**config.mk**
```make
export PLATFORM = sky130hd
export DESIGN_NAME = fib_escalonador
export DESIGN_NICKNAME = d
export VERILOG_FILES = /design/src/rtl/fib_escalonador.sv
export SDC_FILE = /design/constraint.sdc
export NUM_CORES = 1
export LEC_CHECK = 0
export ABC_CLOCK_PERIOD_IN_PS = 2800
export CORE_MARGIN = 4
export CORE_UTILIZATION = 45
export CTS_CLUSTER_DIAMETER = 80
export DETAILED_ROUTE_END_ITERATION = 12
export GPL_TIMING_DRIVEN = 0
export PLACE_DENSITY_LB_ADDON = 0.08
export SKIP_LAST_GASP = 1
export SYNTH_ARGS = -nofsm -noshare
export SYNTH_HDL_FRONTEND = slang
export SYNTH_SLANG_ARGS = --single-unit
```
**constraint.sdc**
```tcl
create_clock -name clock -period 2.8 [get_ports clock]
set_clock_uncertainty 0.05 [all_clocks]
set_input_delay 0.28 -clock clock [delete_from_list [all_inputs] [get_ports clock]]
set_output_delay 0.28 -clock clock [all_outputs]
set_load 0.005 [all_outputs]
```
**src/rtl/fib_escalonador.sv**
```systemverilog
// Round-robin scheduler sharing one iterative Fibonacci stepper among NREQ requesters.
// Response is valid n+2 cycles after grant; held stable under rsp_ready backpressure, no grants until handshake.
module fib_escalonador #(
   parameter int NREQ = 2,
   parameter int W    = 16,
   parameter int IW   = 6,
   parameter int IDW  = (NREQ > 1) ? $clog2(NREQ) : 1
) (
   input  logic               clock,
   input  logic               resete,
   input  logic [NREQ-1:0]    req,
   input  logic [NREQ*IW-1:0] req_idx,
   output logic [NREQ-1:0]    grant,
   output logic               busy,
   output logic               rsp_valid,
   input  logic               rsp_ready,
   output logic [IDW-1:0]     rsp_id,
   output logic [W-1:0]       rsp_value,
   output logic               rsp_ovf
);

   typedef enum logic [1:0] {IDLE, STEP, RESP} state_t;

   state_t         state;
   logic [IDW-1:0] ptr;
   logic [IDW-1:0] id;
   logic [IDW-1:0] sel;
   logic           found;
   logic [IW-1:0]  cnt;
   logic [W-1:0]   a;
   logic [W-1:0]   b;
   logic           ovfa;
   logic           ovfb;
   logic [W:0]     sum;

   // First set request at or after ptr, wrapping modulo NREQ.
   always_comb begin
      found = 1'b0;
      sel   = '0;
      for (int k = 0; k < NREQ; k++) begin
         if (!found && req[(int'(ptr) + k) % NREQ]) begin
            found = 1'b1;
            sel   = IDW'((int'(ptr) + k) % NREQ);
         end
      end
   end

   always_comb begin
      grant = '0;
      if (state == IDLE && found)
         grant[sel] = 1'b1;
   end

   assign busy = (state != IDLE);
   assign sum  = {1'b0, a} + {1'b0, b};

   always_ff @(posedge clock) begin
      if (!resete) begin
         state     <= IDLE;
         ptr       <= '0;
         id        <= '0;
         cnt       <= '0;
         a         <= W'(1);
         b         <= '0;
         ovfa      <= 1'b0;
         ovfb      <= 1'b0;
         rsp_valid <= 1'b0;
         rsp_id    <= '0;
         rsp_value <= '0;
         rsp_ovf   <= 1'b0;
      end else begin
         case (state)
            IDLE: begin
               if (found) begin
                  id    <= sel;
                  cnt   <= req_idx[int'(sel)*IW +: IW];
                  a     <= W'(1);
                  b     <= '0;
                  ovfa  <= 1'b0;
                  ovfb  <= 1'b0;
                  state <= STEP;
               end
            end
            STEP: begin
               // b holds F(k); a is the lookahead F(k+1), whose overflow never reaches rsp_ovf directly.
               if (cnt != '0) begin
                  b    <= a;
                  a    <= sum[W-1:0];
                  ovfb <= ovfa;
                  ovfa <= ovfa | sum[W];
                  cnt  <= cnt - 1'b1;
               end else begin
                  rsp_value <= b;
                  rsp_ovf   <= ovfb;
                  rsp_id    <= id;
                  rsp_valid <= 1'b1;
                  state     <= RESP;
               end
            end
            RESP: begin
               if (rsp_ready) begin
                  rsp_valid <= 1'b0;
                  ptr       <= IDW'((int'(id) + 1) % NREQ);
                  state     <= IDLE;
               end
            end
            default: state <= IDLE;
         endcase
      end
   end

endmodule

```
; ---- Yosys cells after proc, flatten, opt, wreduce, memory -nomap -nowiden
; Index checks and enable logic that the tools add are counted.
[totals]
ff_bits = 63
inputBits = 17
word_cells = 79
[classes]
add_sub_neg = 4
mul = 1
n_lt_le_gt_ge = 4
n_eq_ne = 6
shifts = 1
n_mux = 33
bitwise = 3
reduce_logical = 15
[ops]
columns = cell, count
row1 = 16-bit two-way mux, 4
row2 = 16-bit case mux with 2 select lines, 2
row3 = 16-bit by 16-bit adder with 17-bit output, 1
row4 = 1-bit two-way mux, 15
row5 = 6-bit two-way mux, 2
row6 = 6-bit case mux with 2 select lines, 1
row7 = 12-bit by 5-bit variable part select with 6-bit output, 1
row8 = 3-bit AND reduction, 3
row9 = 2-bit two-way mux, 4
row10 = "2-bit inequality test, second input constant", 4
row11 = 1-bit case mux with 2 select lines, 3
row12 = 2-bit case mux with 3 select lines, 1
row13 = 2-bit AND reduction, 3
row14 = 2-bit nonzero test, 3
row15 = 6-bit nonzero test, 1
row16 = "6-bit by 1-bit subtractor with 6-bit output, second input constant", 1
row17 = "1-bit by 2-bit < comparator with 1-bit output, second input constant", 2
row18 = 1-bit logical AND, 3
row19 = "2-bit by 3-bit < comparator with 1-bit output, second input constant", 1
row20 = "1-bit by 2-bit multiplier with 3-bit output, second input constant", 1
row21 = "1-bit adder, second input constant", 2
row22 = "2-bit by 1-bit == test with 1-bit output, second input constant", 1
row23 = "2-bit == test, second input constant", 1
row24 = 2-bit logical NOT, 1
row25 = other kinds (6), 6

; ---- Depth between registers and ports, before layout
; Gate-level depths: netlist of run 1.
[depth]
depth_word = 12
ltp_mapped = 10
ltp_nobuf = 10

; ---- Worst setup path before layout of run 1
; Ideal clock, no wire load.
[synth_timing]
kind = register to register
from = reg a[3]
to = reg a[13]
arrival_ps = 1913
required_ps = 2688
path_slack_ps = 775
stages_incl_launch_ff = 9
period_less_slack_ps = 2025
path_cell_list = dfxtp_1 -> ha_1 -> a21oi_1 -> nor2b_1 -> a311o_1 -> a41oi_2 -> o21bai_1 -> mux2_1 -> nand3_1
[synth_between]
elab_chain_len = 3
[synth_rtl]
columns = element, line_no
row1 = from (decl), 30  ; logic [W-1:0] a;
row2 = from (signal assigned), 88  ; a <= sum[W-1:0];
row3 = 16-bit by 16-bit adder with 17-bit output, 55  ; assign sum = {1'b0, a} + {1'b0, b};
row4 = 16-bit two-way mux, 86  ; if (cnt != '0) begin
row5 = 16-bit case mux with 2 select lines, 72  ; case (state)
; Every way passes these cells. The select of a mux whose other input is x is not followed.
; A chain may end at the register's enable or synchronous reset.

; ---- Worst setup path after layout of run 1
[layout_timing]
from = reg b[0]
to = reg a[8]
[layout_between]
elab_chain_len = 3
[layout_rtl]
columns = element, line_no
row1 = from (decl), 31  ; logic [W-1:0] b;
row2 = from (signal assigned), 64  ; b <= '0;
row3 = from (signal assigned), 78  ; b <= '0;
row4 = from (signal assigned), 87  ; b <= a;
row5 = 16-bit by 16-bit adder with 17-bit output, 55
row6 = 16-bit two-way mux, 86
row7 = 16-bit case mux with 2 select lines, 72
; Every way passes these cells. The select of a mux whose other input is x is not followed.

==> qor.csv, run 1 <==
metric,value,unit
status,"complete, no violations",
synthAdderAreaFrac,7.98,%
synth_warnings,0,
synth_cell_type_count,49,
cts_max_path_buffers,2,
reg2reg_from,b[0],
cts_tree,done,
arrival,2.55,ns
peakVddDrop,299,uV
drive_gt1_share,8.58,%
floorplan.initialDensity,47.3,%
cts_root_buf,clkbuf_8,
ys_ff_latch,63,
grt_max_degree,13,
ctsHoldBuffers,0,
io_buffers,37,
routed-via-count,2618,
grt_usage,18.0,%
maxSlewViolCount,0,
slowest_delay,0.40,ns
p_leak,0.00144,uW
synth_edf_count,0,
max_cap_violations,0,
synth_seq_area_share,41.0,%
rr_worst_depth,10,
synth-xor-area-share,3.70,%
fin_ws,0.434,ns
final_cell_mix,"dfxtp_1 (63), nand2_1 (60), a21oi_1 (44)",
tns,0,ns
synthMuxAreaShare,2.36,%
drc,0,
die_w,90.7,um
syn2layout_area_growth,21.6,%
hp-start,resete,
routed_wl,7000,um
insertion_delay,0.34,ns
grt_pass1_vias,2468,
layout_commonest_cell,dfxtp_1,
place_hpwl,5190,um
cts_buffers,9,
cts.sinks,63,
startpoint_type,flop,
pre_cts_ws,0.479,ns
rows,29,
path_cells,ha_1 -> inv_1 -> fa_1 -> nand2b_1 -> a21oi_1 -> nand2b_1 -> a21o_1 -> a21oi_1 -> xnor2_1 -> a22o_1,
r2r_slack,0.43,ns
worstHoldPathCells,2,
hold_viol,0,
power,2350,uW
gp_congestion,0.829,
netlist_instances,355,
ant_nets,0,
worstMarginPinSlew,0.616,ns
antenna_cells,0,
cts_htree_levels,3,
synth.net_count,391,
fin_crit_sh,84.5,%
worstSetupPathType,flop to flop,
critPathCaptureType,flop,
clk_pin_slew,0.08,ns
rsz0062_at_grt,no,
grt_pass1_wl,12000,um
synthSimpleGateAreaFrac,17.5,%
hold_class,primary input to flop,
slew_headroom,58.8,%
synth_compound_area_share,23.4,%
via_per_inst,5.40,
fin_nets,439,
antenna_found_initial,0,
avgRoutedWirePerCell,14.4,um
setup_violations,0,
ys_dominant_reg_cell,dfxtp_1,
cp_max_fo,3,
cts_resized,0,
netlist_area,3070,sq um
dp_cells,469,
min_to,cnt[5],
hold_slack,0.316,ns
postCtsSetupBuffers,0,
grt_overflow_total,0,
period_needed,2.37,ns
instances_no_fill,485,
die_area,8220,sq um
cp_slowest_cell,dfxtp_1,
synth_top_family_by_area,compound AO/OA/AOI/OAI gates,
die_h,90.7,um
io_pins,39,
syn_avg_cell_area,8.66,sq um
firstDrtPassIters,4,
async_reset_ff_share,0,%
r2r_end,a[8],
drt_iter0_markers,157,
power.density,629,nW/um^2
required,2.98,ns
max_freq,0.423,GHz
core_area,6490,sq um
[sequential cells by signal (all words and copies together) (netlist names)]
name and cells:
a 16, b 16, rsp_value 16, cnt 6, state 2, id 1, ovfa 1, ovfb 1
ptr 1, rsp_id 1, rsp_ovf 1, rsp_valid 1
[layer usage]
| layer | up-vias | global-route usage [%] | part of all wire (%) |
|---|---|---|---|
| li1 | 1358 | - | - |
| met1 | 1200 | 26.3 | 52 |
| met2 | 52 | 26.0 | 42 |
| met3 | 8 | 3.08 | 4.3 |
| met4 | 0 | 7.27 | 1.3 |
| met5 | - | 0 | 0 |
[area by class of cell]
| cell class | count | area (sq um) |
|---|---|---|
| inverter | 9 | 33.8 |
| fill | 616 | 2760 |
| multi-input combinational | 266 | 1690 |
| clock inverter | 7 | 73.8 |
| buffer | 17 | 88.8 |
| clock buffer | 9 | 124 |
| timing repair buffer | 37 | 370 |
| tap | 77 | 96.3 |
| sequential | 63 | 1260 |
[cell usage after synthesis (4+ instances only)]
cell type / instances / area share (%)
clkbuf_1: 9 / 1.1
nand3_1: 4 / 0.65
mux2i_1: 5 / 1.6
xnor2_1: 4 / 1.1
o21ai_1: 7 / 1.1
o21ai_0: 9 / 1.5
a211oi_1: 4 / 0.98
nor2_1: 24 / 2.9
xor2_1: 9 / 2.6
inv_1: 9 / 1.1
ha_1: 18 / 7.3
buf_2: 5 / 0.81
a22o_1: 17 / 4.8
dfxtp_1: 63 / 41
nor2b_1: 5 / 1.0
nand2_1: 60 / 7.3
nand2b_1: 5 / 1.0
a21oi_1: 44 / 7.2
nor3_1: 7 / 1.1
[per-stage QoR]
step / utilization, % / area, sq um
global route: 57.6 / 3740
floorplan: - / 3070
global placement: 54.5 / 3540
detailed placement: 54.5 / 3540
finish: 57.6 / 3740
CTS: 57.6 / 3740
[how the worst max path moves through the flow]
stage,from,to,slack (ns)
after floorplan,a[3],a[13],0.77
after global placement,b[0],a[8],0.48
after detailed placement,b[0],a[8],0.48
after CTS,b[0],a[8],0.44
after global routing,cnt[0],a[13],0.26
final,b[0],a[8],0.43
[power breakdown]
| part | total [uW] | internal, uW | switching [uW] |
|---|---|---|---|
| Combinational | 564 | 232 | 332 |
| Sequential | 994 | 944 | 49.4 |
| Clock | 794 | 410 | 384 |
| Total | 2350 | 1590 | 765 |
[cell families (layout without fill, tap and decap cells)]
family,after synthesis,in the layout
muxes,7,7
adders and majority gates,19,19
xor gates and xnor gates,13,13
and+or+nand+nor,118,118
AOI/OAI and AO/OA,109,109
buffers and inverters,26,79
DFF,63,63
[worst max-delay path, delay by kind of cell, from the launching register on]
family | cells | cell delay, ns
AND/OR/NAND/NOR | 2 | 0.38
buffers and inverters | 1 | 0.06
flip-flops | 1 | 0.40
AO/OA/AOI/OAI | 4 | 0.65
XOR/XNOR | 1 | 0.13
adder cells (fa/ha/maj) | 2 | 0.60
Note: power is estimated with default switching activity, not from simulation.
==> run 2, diff against run 1 <==
--- a/config.mk
+++ b/config.mk
@@ -5,7 +5,7 @@
 export SDC_FILE = /design/constraint.sdc
 export NUM_CORES = 1
 export LEC_CHECK = 0
-export ABC_CLOCK_PERIOD_IN_PS = 2800
+export ABC_CLOCK_PERIOD_IN_PS = 2100
 export CORE_MARGIN = 4
 export CORE_UTILIZATION = 45
 export CTS_CLUSTER_DIAMETER = 80
==> constraint.sdc (replaced) <==
create_clock -name clock -period 2.1 [get_ports clock]
set_clock_uncertainty 0.05 [all_clocks]
set_input_delay 0.21 -clock clock [delete_from_list [all_inputs] [get_ports clock]]
set_output_delay 0.21 -clock clock [all_outputs]
set_load 0.005 [all_outputs]
==> qor.csv, run 2 (synthesized netlist as in run 1, its figures left out) <==
metric,value,unit,change
crit_family,simple AND/OR/NAND/NOR gates,,
worstMarginPinSlew,0.460,ns,-0.156 ns
grt_overflow_total,0,,unchanged
io_pins,39,,unchanged
arrival,2.24,ns,-0.31 ns
rsz0062_at_grt,yes,,
io_buffers,37,,unchanged
cts_max_path_buffers,2,,unchanged
grt_pass1_wl,12200,um,+1.1%
core_area,6490,sq um,unchanged
die_h,90.7,um,unchanged
cts.sinks,63,,unchanged
maxSlewViolCount,0,,unchanged
stdcell_area,4070,sq um,+8.7%
worstSetupPathType,flop to flop,,
seqPwrFrac,41.7,%,-0.5 points
r2r_slack,0.03,ns,-0.40 ns
cp_num_buf_inv,1,,unchanged
place_hpwl,5190,um,unchanged
period_needed,2.07,ns,-0.298 ns
antenna_found_initial,0,,unchanged
instances_no_fill,494,,+1.9%
cts_tree,done,,
die_area,8220,sq um,unchanged
p_clk_share,33.0,%,-0.8 points
pre_cts_ws,-0.221,ns,-0.700 ns
max_freq,0.484,GHz,+14%
p_switching,1040,uW,+36%
peakVddDrop,404,uV,+35%
hold_viol,0,,unchanged
switching_share,32.5,%,about the same
cts_buffers,9,,unchanged
clk_pin_slew,0.07,ns,about the same
drive_gt1_share,21.3,%,+13 points
layout_commonest_cell,nand2_1,,
grt_pass1_vias,2509,,+1.7%
rows,29,,unchanged
status,"complete, no violations",,
slew_headroom,69.4,%,+11 points
p_leak,0.00150,uW,+4.1%
floorplan.initialDensity,47.3,%,unchanged
fin_util,62.6,%,+5.0 points
hold_class,primary input to flop,,
cp_slowest_cell,or3_1,,
dpl_cell_area,3540,sq um,unchanged
avgRoutedWirePerCell,14.9,um,+3.1%
ant_nets,0,,unchanged
drc,0,,unchanged
dp_cells,469,,unchanged
setup_violations,0,,unchanged
routed_wl,7340,um,+5.0%
grt_usage,18.2,%,+0.19 points
max_cap_violations,0,,unchanged
firstDrtPassIters,4,,unchanged
fin_crit_sh,98.5,%,+14 points
drt_iter0_markers,159,,+1.3%
syn2layout_area_growth,32.2,%,
tns,0,ns,unchanged
insertion_delay,0.35,ns,about the same
critPathCaptureType,flop,,
final_cell_mix,"nand2_1 (57), dfxtp_1 (51), a21oi_1 (38)",,
cts_htree_levels,3,,unchanged
power.density,788,nW/um^2,+25%
grt_max_degree,13,,unchanged
power.internal,2160,uW,+36%
routed-via-count,2677,,+2.3%
ctsHoldBuffers,0,,unchanged
gp_congestion,0.829,,unchanged
pwr-share-comb,25.3,%,+1.3 points
via_per_inst,5.42,,+0.39%
startpoint_type,flop,,
antenna_cells,0,,unchanged
cts_root_buf,clkbuf_8,,
path_cells,ha_4 -> nand2_2 -> or3_1 -> o211ai_2 -> a41oi_2 -> buf_4 -> o31ai_4 -> xnor2_1 -> o21ai_1,,
slowest_delay,0.39,ns,about the same
reg.largest.list,"a: 16 flops, b: 16 flops, rsp_value: 16 flops",,
die_w,90.7,um,unchanged
cp_max_fo,4,,+1
fin_nets,448,,+2.1%
required,2.27,ns,-0.71 ns
fin_ws,0.0321,ns,-0.402 ns
-- run 2: stage by stage --
| step | power, uW | hold WS [ns] |
|---|---|---|
| 2_1_floorplan | 1860 | 0.349 |
| 3_3_place_gp | 2090 | 0.393 |
| 3_5_place_dp | 2100 | 0.398 |
| 4_1_cts | 3160 | 0.233 |
| 5_1_grt | 3370 | 0.262 |
| 6_report | 3200 | 0.235 |
-- run 2: path summary, 6_finish.rpt --
check | startpoint | to | cells after the start
max | b[7] | a[15] | 9
min | resete | cnt[0] | 2
max reg2reg | b[7] | a[15] | 9
min reg2reg | rsp_id | rsp_id | 2
-- run 2: power groups by stage --
stage / Combinational, uW / Clock, uW / Sequential [uW]
after floorplan: 527 / 0 / 1330
after global placement: 743 / 0 / 1350
after detailed placement: 751 / 0 / 1350
after CTS: 776 / 1070 / 1320
after global routing: 901 / 1120 / 1350
final: 810 / 1060 / 1340
-- run 2: what timing repair did --
item | in CTS | in global routing
gates cloned | 0 | 0
endpoints found under the setup margin | 27 | 39
resized for setup | 14 | 47
pin swaps | 3 | 15
setup buffers | 3 | 7
-- run 2: area by class of cell --
cell class,count,area (sq um)
fill,579,2430
buffer,16,98.8
sequential,63,1290
multi-input combinational,266,1900
inverter,9,33.8
clock inverter,7,73.8
tap,77,96.3
timing repair buffer,47,449
clock buffer,9,124
-- run 2: layer usage --
layer | global-route usage (%) | wire length, um
met5 | 0 | 0
met4 | 7.27 | 96
met3 | 3.08 | 427
met2 | 26.6 | 3220
met1 | 26.4 | 3600
==> run 3, diff against run 2 <==
--- a/config.mk
+++ b/config.mk
@@ -6,10 +6,12 @@
 export NUM_CORES = 1
 export LEC_CHECK = 0
 export ABC_CLOCK_PERIOD_IN_PS = 2100
+export CORE_ASPECT_RATIO = 0.5
 export CORE_MARGIN = 4
 export CORE_UTILIZATION = 45
 export CTS_CLUSTER_DIAMETER = 80
 export DETAILED_ROUTE_END_ITERATION = 12
+export DONT_BUFFER_PORTS = 1
 export GPL_TIMING_DRIVEN = 0
 export PLACE_DENSITY_LB_ADDON = 0.08
 export SKIP_LAST_GASP = 1
==> qor.csv, run 3 (synthesized netlist as in run 1, its figures left out) <==
metric,value,unit,change
status,"complete, no violations",,
place_hpwl,5150,um,-0.77%
drt_iter0_markers,142,,-11%
routed_wl,7490,um,+1.9%
drive_gt1_share,17.9,%,-3.5 points
startpoint_type,flop,,
drc,0,,unchanged
grt_pass1_vias,2505,,-0.16%
cts_tree,done,,
clk_pin_slew,0.06,ns,about the same
path_cells,ha_4 -> a21oi_1 -> nor2b_1 -> a311o_1 -> a41oi_2 -> o21bai_1 -> mux2_1 -> nand3_1,,
setup_violations,0,,unchanged
fin_crit_sh,99.9,%,+1.4 points
syn2layout_area_growth,19.7,%,
cts_htree_levels,3,,unchanged
antenna_found_initial,0,,unchanged
floorplan.initialDensity,48.6,%,+1.2 points
worstSetupPathType,flop to flop,,
grt_overflow_total,0,,unchanged
power.density,962,nW/um^2,+22%
instances_no_fill,463,,-6.3%
slowest_delay,0.37,ns,-0.02 ns
stdcell_area,3680,sq um,-9.5%
fin_nets,406,,-9.4%
insertion_delay,0.33,ns,-0.02 ns
tns,0,ns,unchanged
max_cap_violations,0,,unchanged
ctsHoldBuffers,0,,unchanged
maxSlewViolCount,0,,unchanged
grt_pass1_wl,12500,um,+2.8%
r2r_slack,0.003,ns,-0.03 ns
dp_cells,443,,-5.5%
hold_class,primary input to flop,,
die_area,8300,sq um,+0.97%
hp-start,req[0],,
cp_max_fo,5,,+1
critPathCaptureType,flop,,
cts_max_path_buffers,2,,unchanged
hold_viol,0,,unchanged
cts_buffers,9,,unchanged
worstMarginPinSlew,0.656,ns,+0.196 ns
min_to,id,,
p_leak,0.00141,uW,-6.0%
arrival,2.31,ns,+0.07 ns
via_per_inst,5.56,,+2.7%
rr_worst_depth,8,,-1
crit_family,compound AO/OA/AOI/OAI gates,,
period_needed,2.10,ns,+0.0295 ns
grt_max_degree,11,,-2
ant_nets,0,,unchanged
cp_slowest_cell,a311o_1,,
cts_root_buf,clkbuf_16,,
io_pins,39,,unchanged
layout_commonest_cell,nand2_1,,
firstDrtPassIters,4,,unchanged
antenna_cells,0,,unchanged
reg2reg_from,a[3],,
core_area,6330,sq um,-2.5%
dpl_cell_area,3180,sq um,-10%
routed-via-count,2576,,-3.8%
die_h,66.4,um,-27%
crit_start,a[3],,
required,2.31,ns,+0.04 ns
die_w,125,um,+38%
rows,20,,-31%
max_freq,0.477,GHz,-1.4%
slew_headroom,56.3,%,-13 points
gp_congestion,0.860,,+3.7%
avgRoutedWirePerCell,16.2,um,+8.8%
worstHoldPathCells,3,,+1
cp_num_buf_inv,0,,-1
cts.sinks,63,,unchanged
io_buffers,0,,-100%
rsz0062_at_grt,yes,,
grt_usage,19.0,%,+0.84 points
r2r_end,a[13],,
peakVddDrop,561,uV,+39%
reg.largest.list,"a: 16 flops, b: 16 flops, rsp_value: 16 flops",,
final_cell_mix,"nand2_1 (58), dfxtp_1 (57), a21oi_1 (39)",,
run 3: cell types whose count changed in the layout (fill, tap and decap cells not counted), moves of 5 or more:
| cell | before | now |
|---|---|---|
| clkdlybuf4s50_1 | 37 | 0 |
| clkbuf_16 | 0 | 9 |
| clkbuf_8 | 9 | 1 |
| dfxtp_1 | 51 | 57 |
| ha_4 | 9 | 4 |
run 3: worst max path at each step:
stage	cells past startpoint	slack, ns	end
final	8	0.003	a[13]
after global routing	8	-0.09	a[13]
after CTS	8	-0.08	a[13]
after detailed placement	8	-0.38	a[13]
after global placement	8	-0.28	a[13]
after floorplan	8	0.07	a[13]
run 3: what timing repair did:
action | in CTS | in global routing
pin swaps | 3 | 8
endpoints found under the setup margin | 33 | 38
resized for setup | 12 | 29
buffers inserted | 2 | 4
gates cloned | 0 | 0
run 3: per-stage QoR:
step	hold slack (ns)	total power (uW)	util, %	worst slack, ns
2_1_floorplan	0.349	1860	-	0.0745
3_3_place_gp	0.388	2040	50.3	-0.283
3_5_place_dp	0.387	2050	50.3	-0.382
4_1_cts	0.0456	3510	55.9	-0.0778
5_1_grt	0.0786	3720	58.1	-0.0854
6_report	0.0564	3540	58.1	0.00257
run 3: cell type report:
cell class,count,area (sq um)
tap,88,110
clock buffer,12,246
buffer,15,100
multi-input combinational,266,1820
timing repair buffer,6,48.8
inverter,9,33.8
clock inverter,4,45.0
sequential,63,1270
fill,553,2650
run 3: tightest hold or removal path: cells and delay by family:
kind,cells,cell delay (ns)
simple gates,2,0.12
compound gates,1,0.06
run 3: routing by layer:
| metal | track usage [%] | wire [um] | part of all wire (%) | up-vias |
|---|---|---|---|---|
| met1 | 24.9 | 3790 | 51 | 1230 |
| met4 | 5.68 | 44 | 0.59 | 0 |
| met2 | 30.3 | 3310 | 44 | 43 |
| li1 | - | - | - | 1298 |
| met5 | 0 | 0 | 0 | - |
| met3 | 6.13 | 343 | 4.6 | 5 |
run 3: report_power, final:
| part | total [uW] | switching, uW | internal, uW |
|---|---|---|---|
| registers | 1340 | 73.0 | 1270 |
| logic | 755 | 466 | 289 |
| clock network | 1440 | 500 | 944 |
| total | 3540 | 1040 | 2500 |
